`config.mk`:
```
export PLATFORM = sky130hd
export DESIGN_NAME = spi_mem_target_flat
export DESIGN_NICKNAME = d
export VERILOG_FILES = /design/src/rtl/spi_mem_target_if.sv /design/src/rtl/spi_mem_target.sv /design/src/flat_wrapper.sv
export SDC_FILE = /design/constraint.sdc
export NUM_CORES = 1
export LEC_CHECK = 0
export CELL_PAD_IN_SITES_DETAIL_PLACEMENT = 1
export CELL_PAD_IN_SITES_GLOBAL_PLACEMENT = 2
export CORE_MARGIN = 8
export CORE_UTILIZATION = 34
export DETAILED_ROUTE_END_ITERATION = 10
export PLACE_DENSITY_LB_ADDON = 0.1
export SYNTH_ARGS = -nofsm -noshare
export SYNTH_HDL_FRONTEND = slang
export SYNTH_SLANG_ARGS = --single-unit
```
`constraint.sdc`:
```
create_clock -name clk_i -period 2.9 [get_ports clk_i]
set_clock_uncertainty 0.1 [all_clocks]
set_input_delay 0.87 -clock clk_i [delete_from_list [all_inputs] [get_ports clk_i]]
set_output_delay 0.87 -clock clk_i [all_outputs]
set_load 0.01 [all_outputs]
```
`src/rtl/spi_mem_target_if.sv`:
```
// spi_mem_target_if: word-addressed single-port RAM bus driven by the SPI memory target
interface spi_mem_target_if #(parameter int AW = 12);
  logic          en;
  logic          we;
  logic [3:0]    be;
  logic [AW-1:0] addr;
  logic [31:0]   wdata;
  logic [31:0]   rdata;
  modport master (output en, we, be, addr, wdata, input rdata);
  modport slave  (input en, we, be, addr, wdata, output rdata);
endinterface

```
`src/rtl/spi_mem_target.sv`:
```
// spi_mem_target: SPI mode-0 target giving a host read/write access to a word RAM.
// Define SPI_MEM_TARGET_STATUS_EN to add command 0x05 (0xA5 + completed-write count).
module spi_mem_target #(
  parameter int RAM_ADDR_WIDTH = 12,
  parameter int SYNC_STAGES    = 2
) (
  input  logic                clk_i,
  input  logic                rst_i,
  input  logic                spi_sck_i,
  input  logic                spi_csn_i,
  input  logic                spi_sdi_i,
  output logic                spi_sdo_o,
  output logic                spi_sdo_oe_o,
  output logic                busy_o,
  spi_mem_target_if.master    ram
);
  typedef enum logic [2:0] {
    IDLE, CMD, ADDR, RD_DATA, WR_DATA, IGNORE
`ifdef SPI_MEM_TARGET_STATUS_EN
    , STATUS
`endif
  } state_t;
  state_t                    state_q;
  logic [SYNC_STAGES-1:0]    sck_q, csn_q, sdi_q, arm_q;
  logic                      sck_prev_q, csn_prev_q, first_q, rd_q, rv_q;
  logic                      en_q, we_q, sdo_q, oe_q, busy_q;
  logic [3:0]                be_q;
  logic [4:0]                cnt_q;
  logic [30:0]               sr_q;
  logic [31:0]               tx_q, buf_q, wdata_q;
  logic [RAM_ADDR_WIDTH-1:0] addr_q, ram_addr_q;
  logic                      sck_s, csn_s, sdi_s, rise, fall, csn_fall;
  logic [31:0]               rx_d, ld_d;
`ifdef SPI_MEM_TARGET_STATUS_EN
  logic [7:0]                wcnt_q;
  assign ld_d = (state_q == STATUS) ? {wcnt_q, 24'h0} : buf_q;
`else
  assign ld_d = buf_q;
`endif
  assign sck_s    = sck_q[SYNC_STAGES-1];
  assign csn_s    = csn_q[SYNC_STAGES-1];
  assign sdi_s    = sdi_q[SYNC_STAGES-1];
  assign rise     = sck_s & ~sck_prev_q;
  assign fall     = ~sck_s & sck_prev_q;
  assign csn_fall = csn_prev_q & ~csn_s;
  assign rx_d     = {sr_q, sdi_s};
  assign spi_sdo_o    = sdo_q;
  assign spi_sdo_oe_o = oe_q;
  assign busy_o       = busy_q;
  assign ram.en       = en_q;
  assign ram.we       = we_q;
  assign ram.be       = be_q;
  assign ram.addr     = ram_addr_q;
  assign ram.wdata    = wdata_q;
  always_ff @(posedge clk_i) begin
    if (rst_i) begin
      sck_q      <= '0;
      csn_q      <= '1;
      sdi_q      <= '0;
      arm_q      <= '0;
      sck_prev_q <= 1'b0;
      csn_prev_q <= 1'b0;
      state_q    <= IDLE;
      cnt_q      <= '0;
      sr_q       <= '0;
      tx_q       <= '0;
      buf_q      <= '0;
      addr_q     <= '0;
      ram_addr_q <= '0;
      wdata_q    <= '0;
      first_q    <= 1'b0;
      rd_q       <= 1'b0;
      rv_q       <= 1'b0;
      en_q       <= 1'b0;
      we_q       <= 1'b0;
      be_q       <= '0;
      sdo_q      <= 1'b0;
      oe_q       <= 1'b0;
      busy_q     <= 1'b0;
`ifdef SPI_MEM_TARGET_STATUS_EN
      wcnt_q     <= '0;
`endif
    end else begin
      sck_q      <= {sck_q[SYNC_STAGES-2:0], spi_sck_i};
      csn_q      <= {csn_q[SYNC_STAGES-2:0], spi_csn_i};
      sdi_q      <= {sdi_q[SYNC_STAGES-2:0], spi_sdi_i};
      arm_q      <= {arm_q[SYNC_STAGES-2:0], 1'b1};
      sck_prev_q <= sck_s;
      // csn only counts as high once the chain holds real samples, so a frame never resumes after reset
      csn_prev_q <= csn_s & arm_q[SYNC_STAGES-1];
      busy_q     <= ~csn_s;
      en_q       <= 1'b0;
      we_q       <= 1'b0;
      be_q       <= '0;
      rv_q       <= en_q & ~we_q;
      if (rv_q) buf_q <= ram.rdata;
      if (state_q != IDLE && csn_s) begin
        state_q <= IDLE;
        oe_q    <= 1'b0;
        sdo_q   <= 1'b0;
      end else begin
        case (state_q)
          IDLE: if (csn_fall) begin
            state_q <= CMD;
            cnt_q   <= '0;
          end
          CMD: if (rise) begin
            sr_q  <= rx_d[30:0];
            cnt_q <= cnt_q + 5'd1;
            if (cnt_q == 5'd7) begin
              cnt_q   <= '0;
              state_q <= (rx_d[7:1] == 7'h01) ? ADDR : IGNORE;
              rd_q    <= rx_d[0];
`ifdef SPI_MEM_TARGET_STATUS_EN
              if (rx_d[7:0] == 8'h05) begin
                state_q <= STATUS;
                tx_q    <= {8'hA5, 24'h0};
                first_q <= 1'b1;
                oe_q    <= 1'b1;
              end
`endif
            end
          end
          ADDR: if (rv_q) begin
            tx_q    <= ram.rdata;
            first_q <= 1'b1;
            oe_q    <= 1'b1;
            state_q <= RD_DATA;
          end else if (rise) begin
            sr_q  <= rx_d[30:0];
            cnt_q <= cnt_q + 5'd1;
            if (cnt_q == 5'd15) begin
              cnt_q      <= '0;
              addr_q     <= rx_d[RAM_ADDR_WIDTH-1:0];
              ram_addr_q <= rx_d[RAM_ADDR_WIDTH-1:0];
              en_q       <= rd_q;
              if (!rd_q) state_q <= WR_DATA;
            end
          end
          WR_DATA: if (rise) begin
            sr_q  <= rx_d[30:0];
            cnt_q <= cnt_q + 5'd1;
            if (cnt_q == 5'd31) begin
              en_q       <= 1'b1;
              we_q       <= 1'b1;
              be_q       <= 4'hF;
              wdata_q    <= rx_d;
              ram_addr_q <= addr_q;
              addr_q     <= addr_q + RAM_ADDR_WIDTH'(1);
`ifdef SPI_MEM_TARGET_STATUS_EN
              wcnt_q     <= wcnt_q + 8'd1;
`endif
            end
          end
          IGNORE: ;
          default: begin
            if (rise) begin
`ifdef SPI_MEM_TARGET_STATUS_EN
              cnt_q <= (state_q == STATUS && cnt_q == 5'd7) ? 5'd0 : cnt_q + 5'd1;
`else
              cnt_q <= cnt_q + 5'd1;
`endif
              // bit 0 of a word just sampled: fetch the next word into the holding buffer
              if (state_q == RD_DATA && cnt_q == 5'd31) begin
                en_q       <= 1'b1;
                addr_q     <= addr_q + RAM_ADDR_WIDTH'(1);
                ram_addr_q <= addr_q + RAM_ADDR_WIDTH'(1);
              end
            end
            if (fall) begin
              first_q <= 1'b0;
              if (first_q) sdo_q <= tx_q[31];
              else if (cnt_q == 5'd0) begin
                tx_q  <= ld_d;
                sdo_q <= ld_d[31];
              end else begin
                tx_q  <= {tx_q[30:0], 1'b0};
                sdo_q <= tx_q[30];
              end
            end
          end
        endcase
      end
    end
  end
endmodule

```
`src/flat_wrapper.sv`:
```
// flat-port wrapper written by rule: the top's interface ports become plain ports
module spi_mem_target_flat 
#(
  parameter int RAM_ADDR_WIDTH = 12,
  parameter int SYNC_STAGES    = 2
)
  (clk_i, rst_i, spi_sck_i, spi_csn_i, spi_sdi_i, spi_sdo_o, spi_sdo_oe_o, busy_o, ram_en, ram_we, ram_be, ram_addr, ram_wdata, ram_rdata);
  spi_mem_target_if #(.AW(12)) ram_i ();
  input  logic clk_i;
  input  logic rst_i;
  input  logic spi_sck_i;
  input  logic spi_csn_i;
  input  logic spi_sdi_i;
  output logic spi_sdo_o;
  output logic spi_sdo_oe_o;
  output logic busy_o;
  output wire logic [$bits(ram_i.en)-1:0] ram_en;
  output wire logic [$bits(ram_i.we)-1:0] ram_we;
  output wire logic [$bits(ram_i.be)-1:0] ram_be;
  output wire logic [$bits(ram_i.addr)-1:0] ram_addr;
  output wire logic [$bits(ram_i.wdata)-1:0] ram_wdata;
  input wire logic [$bits(ram_i.rdata)-1:0] ram_rdata;
  assign ram_en = ram_i.en;
  assign ram_we = ram_i.we;
  assign ram_be = ram_i.be;
  assign ram_addr = ram_i.addr;
  assign ram_wdata = ram_i.wdata;
  assign ram_i.rdata = ram_rdata;
  spi_mem_target #(.RAM_ADDR_WIDTH(RAM_ADDR_WIDTH), .SYNC_STAGES(SYNC_STAGES)) u_core (.clk_i(clk_i), .rst_i(rst_i), .spi_sck_i(spi_sck_i), .spi_csn_i(spi_csn_i), .spi_sdi_i(spi_sdi_i), .spi_sdo_o(spi_sdo_o), .spi_sdo_oe_o(spi_sdo_oe_o), .busy_o(busy_o), .ram(ram_i));
endmodule
```
# --- After elaboration in Yosys (flattened, before gate mapping) ---
# Index checks and enable logic that the tools add are counted.
classes:
  n_addsub: 2
  n_eq_ne: 21
  muxes: 51
  n_bitwise: 16
  reduce_logical: 27
op_table:
  columns: ["cell", "count"]
  rows:
  - ["$mux W32", 4]
  - ["$mux W12", 9]
  - ["$pmux W12 S3", 2]
  - ["$pmux W32 S2", 1]
  - ["$mux W31", 2]
  - ["$pmux W31 S2", 1]
  - ["$mux W5", 7]
  - ["$mux W3", 8]
  - ["$reduce_and A7 Y1", 3]
  - ["$pmux W5 S4", 1]
  - ["$ne A2 B1 Y1 const B", 7]
  - ["$add A12 B1 Y12 const B", 1]
  - ["$mux W1", 12]
  - ["$reduce_and A4 Y1", 3]
  - ["$not A1 Y1", 11]
  - ["$pmux W3 S3", 1]
  - ["$reduce_bool A3 Y1", 3]
  - ["$reduce_or A4 Y1", 2]
  - ["$eq A7 B1 Y1 const B", 1]
  - ["$eq A3 B2 Y1 const B", 2]
  - ["$eq A3 B3 Y1 const B", 2]
  - ["$ne A3 B1 Y1 const B", 2]
  - ["$reduce_bool A2 Y1", 3]
  - ["$reduce_or A3 Y1", 2]
  - ["other kinds (19)", 27]
totals:
  register_bits: 181
  out_inout_bits: 53
  elab_cells: 141

# --- Logic depth before layout (Yosys ltp) ---
logic_depth:
  ltp_word: 5
  ltp_mapped: 9

# --- Worst setup path before layout ---
# OpenSTA, ideal clock, no wires.
synth_timing:
  path_type: "register to register"
  from: "register u_core.cnt_q[0]"
  to: "register u_core.addr_q[9]"
  setup_ns: 0.071
  arrival_time_ns: 1.955
  required_time_ns: 2.729
  setup_slack_ns: 0.774
  path_stages_with_launch: 10
  path_buffers: 1
  period_less_slack_ns: 2.126
  cell_sequence: "dfxtp_1 > ha_1 > and3_1 > ha_1 > and4bb_4 > a211oi_2 > nand2b_2 > buf_4 > o21ai_1 > a21oi_1"
synth_via:
  elab_chain_len: 4
synth_rtl:
  columns: ["element", "line_no", "source"]
  rows:
  - ["start, declared", "spi_mem_target.sv:28", "logic [4:0] cnt_q;"]
  - ["start signal, assigned", "spi_mem_target.sv:109", "cnt_q <= cnt_q + 5'd1;"]
  - ["start signal, assigned", "spi_mem_target.sv:131", "cnt_q <= cnt_q + 5'd1;"]
  - ["start signal, assigned", "spi_mem_target.sv:142", "cnt_q <= cnt_q + 5'd1;"]
  - ["$eq A5 B5 Y1", "spi_mem_target.sv:143, spi_mem_target.sv:164", null]
  - ["$logic_and A1 B1 Y1", "spi_mem_target.sv:164", "if (state_q == RD_DATA && cnt_q == 5'd31) begin"]
  - ["$reduce_bool A3 Y1 (no source line)", null, null]
  - ["$reduce_and A7 Y1 (no source line) (*)", null, null]
  - ["end signal, assigned", "spi_mem_target.sv:134", "addr_q <= rx_d[RAM_ADDR_WIDTH-1:0];"]
  - ["end signal, assigned", "spi_mem_target.sv:149", "addr_q <= addr_q + RAM_ADDR_WIDTH'(1);"]
  - ["end signal, assigned", "spi_mem_target.sv:166", "addr_q <= addr_q + RAM_ADDR_WIDTH'(1);"]
  - ["end, declared", "spi_mem_target.sv:31", "logic [RAM_ADDR_WIDTH-1:0] addr_q, ram_addr_q;"]
# Mark *: on every way between the ends. The rest lies on a longest branch, timed or not.
# A chain may end at the register's enable or synchronous reset.

# --- Worst setup path in the final report ---
layout_timing:
  from: "register u_core.cnt_q[0]"
  to: "register u_core.addr_q[5]"
# Same word-level chain as after synthesis.

==> impl_metrics.py <==
metrics = {
    "status": {
        "outcome": "complete, no violations",
    },
    "pwr": {
        "pwr-share-comb_pct": 18.8,
        "peakVddDrop_v": 0.000406,
        "p_seq_share_pct": 41.5,
        "p_sw_share_pct": 30.0,
        "p_leak_nw": 3.41,
        "switchingPower_mw": 1.83,
        "internal_power_mw": 4.27,
        "power_density_nw_per_um2": 643,
        "clockPowerShare_pct": 39.8,
    },
    "floorplan": {
        "coreArea_um2": 22600,
        "dieArea_um2": 28100,
        "initial_core_util_pct": 34.6,
        "dieWidth_um": 168,
        "rows": 55,
        "die_height_um": 168,
        "num_io_pins": 90,
    },
    "setup_path": {
        "crit_chain": "ha_1 -> and3_1 -> ha_1 -> and4bb_4 -> a211oi_2 -> nand2b_2 -> buf_4 -> a21oi_1 -> o32ai_1",
        "critPathArrivalTime_ns": 2.81,
        "r2r_cells": 9,
        "crit_type": "reg2reg",
        "cp-start-kind": "flop",
        "timing.rr.end": "u_core.addr_q[5]$_SDFFE_PP0P_",
        "cpMaxStageDelayCell": "nand2b_2",
        "r2r-start": "u_core.cnt_q[0]$_SDFFE_PP0P_",
        "cpMostUsedCell": "ha_1",
        "required_ns": 3.12,
        "crit_fanout": 17,
        "crit_end": "u_core.addr_q[5]$_SDFFE_PP0P_",
        "cp-end-kind": "flop",
        "reg2reg_slack_ns": 0.31,
        "worstSetupStartpoint": "u_core.cnt_q[0]$_SDFFE_PP0P_",
        "cpPeakStageDelay_ns": 0.43,
    },
    "clocking": {
        "clk_latency_ns": 0.42,
        "clk_pin_slew_ns": 0.07,
        "clockBufferDepth": 2,
        "postCtsSetupBuffers": 0,
        "cts_max_level": 4,
        "cts.sinks": 178,
        "cts_root_buf": "clkbuf_16",
        "cts_hold_buf": 0,
        "tritoncts": "built",
        "numCtsBuffers": 17,
        "cts-resized-gates": 0,
    },
    "placement": {
        "dp_hpwl_mm": 14.8,
        "io_buffers": 89,
        "place.gp.congestion": 0.791,
    },
    "timing": {
        "finalSetupTns_ns": 0,
        "final.min_clock_period_ns": 2.59,
        "final_hold_viol_count": 0,
        "setup-violations-final": 0,
        "relSlewSlack_pct": 54.3,
        "fmax_ghz": 0.387,
        "slew_viol_final": 0,
        "fin_crit_sh_pct": 89.2,
        "tightest_slew_ns": 0.685,
        "rsz0062_at_grt": "no",
    },
    "detailed_routing": {
        "via_per_inst": 5.36,
        "drtPass1Iterations": 4,
        "drtIter0Drc": 295,
        "drc_errors": 0,
        "wl_per_cell_um": 17.4,
        "ant_nets": 0,
        "vias": 6818,
        "routed_wl_mm": 22.2,
    },
    "layout": {
        "layout-drive-gt1-share_pct": 7.29,
        "final_nets": 1019,
        "fin_util_pct": 42.1,
        "area_delta_synth_final_pct": 21.5,
        "diodes": 0,
    },
    "global_route": {
        "grt_overflow": 0,
        "grt_pass1_wl_mm": 36.9,
        "track_usage_pct": 15.9,
        "grt_pass1_vias": 7285,
        "antenna_found_initial": 0,
        "grt_max_degree": 93,
    },
    "synth": {
        "synth_ff_type": "dfxtp_1",
        "ys_seq_elements": 178,
        "synth-edff-count": 0,
        "synthArstFlopShare_pct": 0,
        "yosysSeqAreaShare_pct": 45.6,
        "syn_area_um2": 7810,
        "yosys_warnings": 0,
        "netlist_instances": 927,
        "synthesis.nets": 970,
        "avgSynthCellArea_um2": 8.43,
        "synth_cell_types": 66,
    },
    "flow_run": {
        "max-cap-violations": 0,
    },
    "worst_hold_path": {
        "min_path_type": "reg2reg",
        "min_from": "u_core.csn_q[0]$_SDFF_PP1_",
    },
}
## sequential cells by signal, summed over array words and instances (netlist names), 3 cells and up
signal / cells
u_core.buf_q: 32
u_core.ram.wdata: 32
u_core.tx_q: 32
u_core.sr_q: 31
u_core.addr_q: 12
u_core.ram.addr: 12
u_core.cnt_q: 5
u_core.state_q: 3
## power by group through the flow
stage               Combinational [mW]  Clock [mW]  Sequential, mW
finish                            1.15        2.43            2.53
global route                      1.26        2.61            2.54
CTS                               1.15        2.50            2.53
global placement                  1.11           0            2.58
floorplan                        0.870           0            2.54
detailed placement                1.15           0            2.59
## cells in the mapped netlist, drive strengths merged (7+ instances only)
cell	number	area [um2]
o32ai	8	70.1
o21ai	20	100
o2bb2ai	31	272
mux2i	69	691
dfxtp	178	3560
nand3	16	80.1
nor2b	9	56.3
nor3	10	61.3
nand2b	7	46.3
inv	8	30.0
buf	42	229
a21oi	138	694
nor2	98	368
nand2	160	601
clkbuf	37	140
## layout by cell type (no fill, tap or decap), types with 4 or more instances in the layout
| master | instances |
|---|---|
| a21oi_1 | 137 |
| a222oi_1 | 4 |
| and3_1 | 6 |
| buf_4 | 19 |
| clkbuf_16 | 17 |
| clkdlybuf4s50_1 | 88 |
| dfxtp_1 | 177 |
| ha_1 | 6 |
| inv_1 | 8 |
| inv_6 | 4 |
| mux2i_1 | 69 |
| nand2_1 | 160 |
| nand2b_1 | 6 |
| nand3_1 | 16 |
| nand4_1 | 6 |
| nor2_1 | 97 |
| nor2b_1 | 9 |
| nor3_1 | 9 |
| nor3b_1 | 4 |
| o2111ai_1 | 5 |
| o21ai_0 | 16 |
| o22ai_1 | 4 |
| o2bb2ai_1 | 31 |
| o32ai_1 | 8 |
| or2_2 | 4 |
## layer usage
layer	part of all wire [%]	wire, um	global-route usage [%]
met5	0	0	0
met4	0.70	155	3.22
met1	46	10200	18.8
met2	50	11100	28.8
met3	3.2	711	3.60
## final cells by class
| cell class | count | area, um2 |
|---|---|---|
| tap | 285 | 357 |
| clock inverter | 12 | 166 |
| fill | 2644 | 13100 |
| clock buffer | 19 | 443 |
| sequential | 178 | 3560 |
| multi-input combinational | 662 | 3870 |
| inverter | 8 | 30.0 |
| timing repair buffer | 109 | 1060 |
## worst min path at each step
stage                                             to  slack, ns  cells past startpoint
final                     u_core.csn_q[1]$_SDFF_PP1_       0.32                      1
after global routing      u_core.csn_q[1]$_SDFF_PP1_       0.34                      1
after CTS                 u_core.csn_q[1]$_SDFF_PP1_       0.32                      1
after detailed placement  u_core.csn_q[1]$_SDFF_PP1_       0.30                      1
after global placement    u_core.csn_q[1]$_SDFF_PP1_       0.30                      1
after floorplan           u_core.csn_q[1]$_SDFF_PP1_       0.29                      1
## cell families (layout without fill, tap and decap cells)
family,after synthesis,after routing,share of synthesized area [%]
AND/OR/NAND/NOR,346,346,20.2
AO/OA/AOI/OAI,235,235,18.6
flip-flops,178,178,45.6
buffers and inverters,87,148,5.11
multiplexers,69,69,8.84
adder cells (fa/ha/maj),6,6,0.961
XOR/XNOR,6,6,0.673
## through the flow
step	setup WS, ns	std cells	cell area, um2	total power [mW]	hold WS (ns)
6_report	0.314	1273	9490	6.11	0.317
2_1_floorplan	0.774	927	7810	3.41	0.289
3_3_place_gp	0.430	1242	8880	3.70	0.299
3_5_place_dp	0.306	1242	8880	3.74	0.297
4_1_cts	0.305	1273	9490	6.19	0.320
5_1_grt	0.136	1273	9490	6.41	0.344
## critical path: cells and delay by family, from the launching register on
family	cells	cell delay [ns]
and+or+nand+nor	3	0.88
AOI/OAI and AO/OA	3	0.49
buffers and inverters	1	0.22
adders and majority gates	2	0.45
DFF	1	0.35
Power figures use the tool's default switching activity.
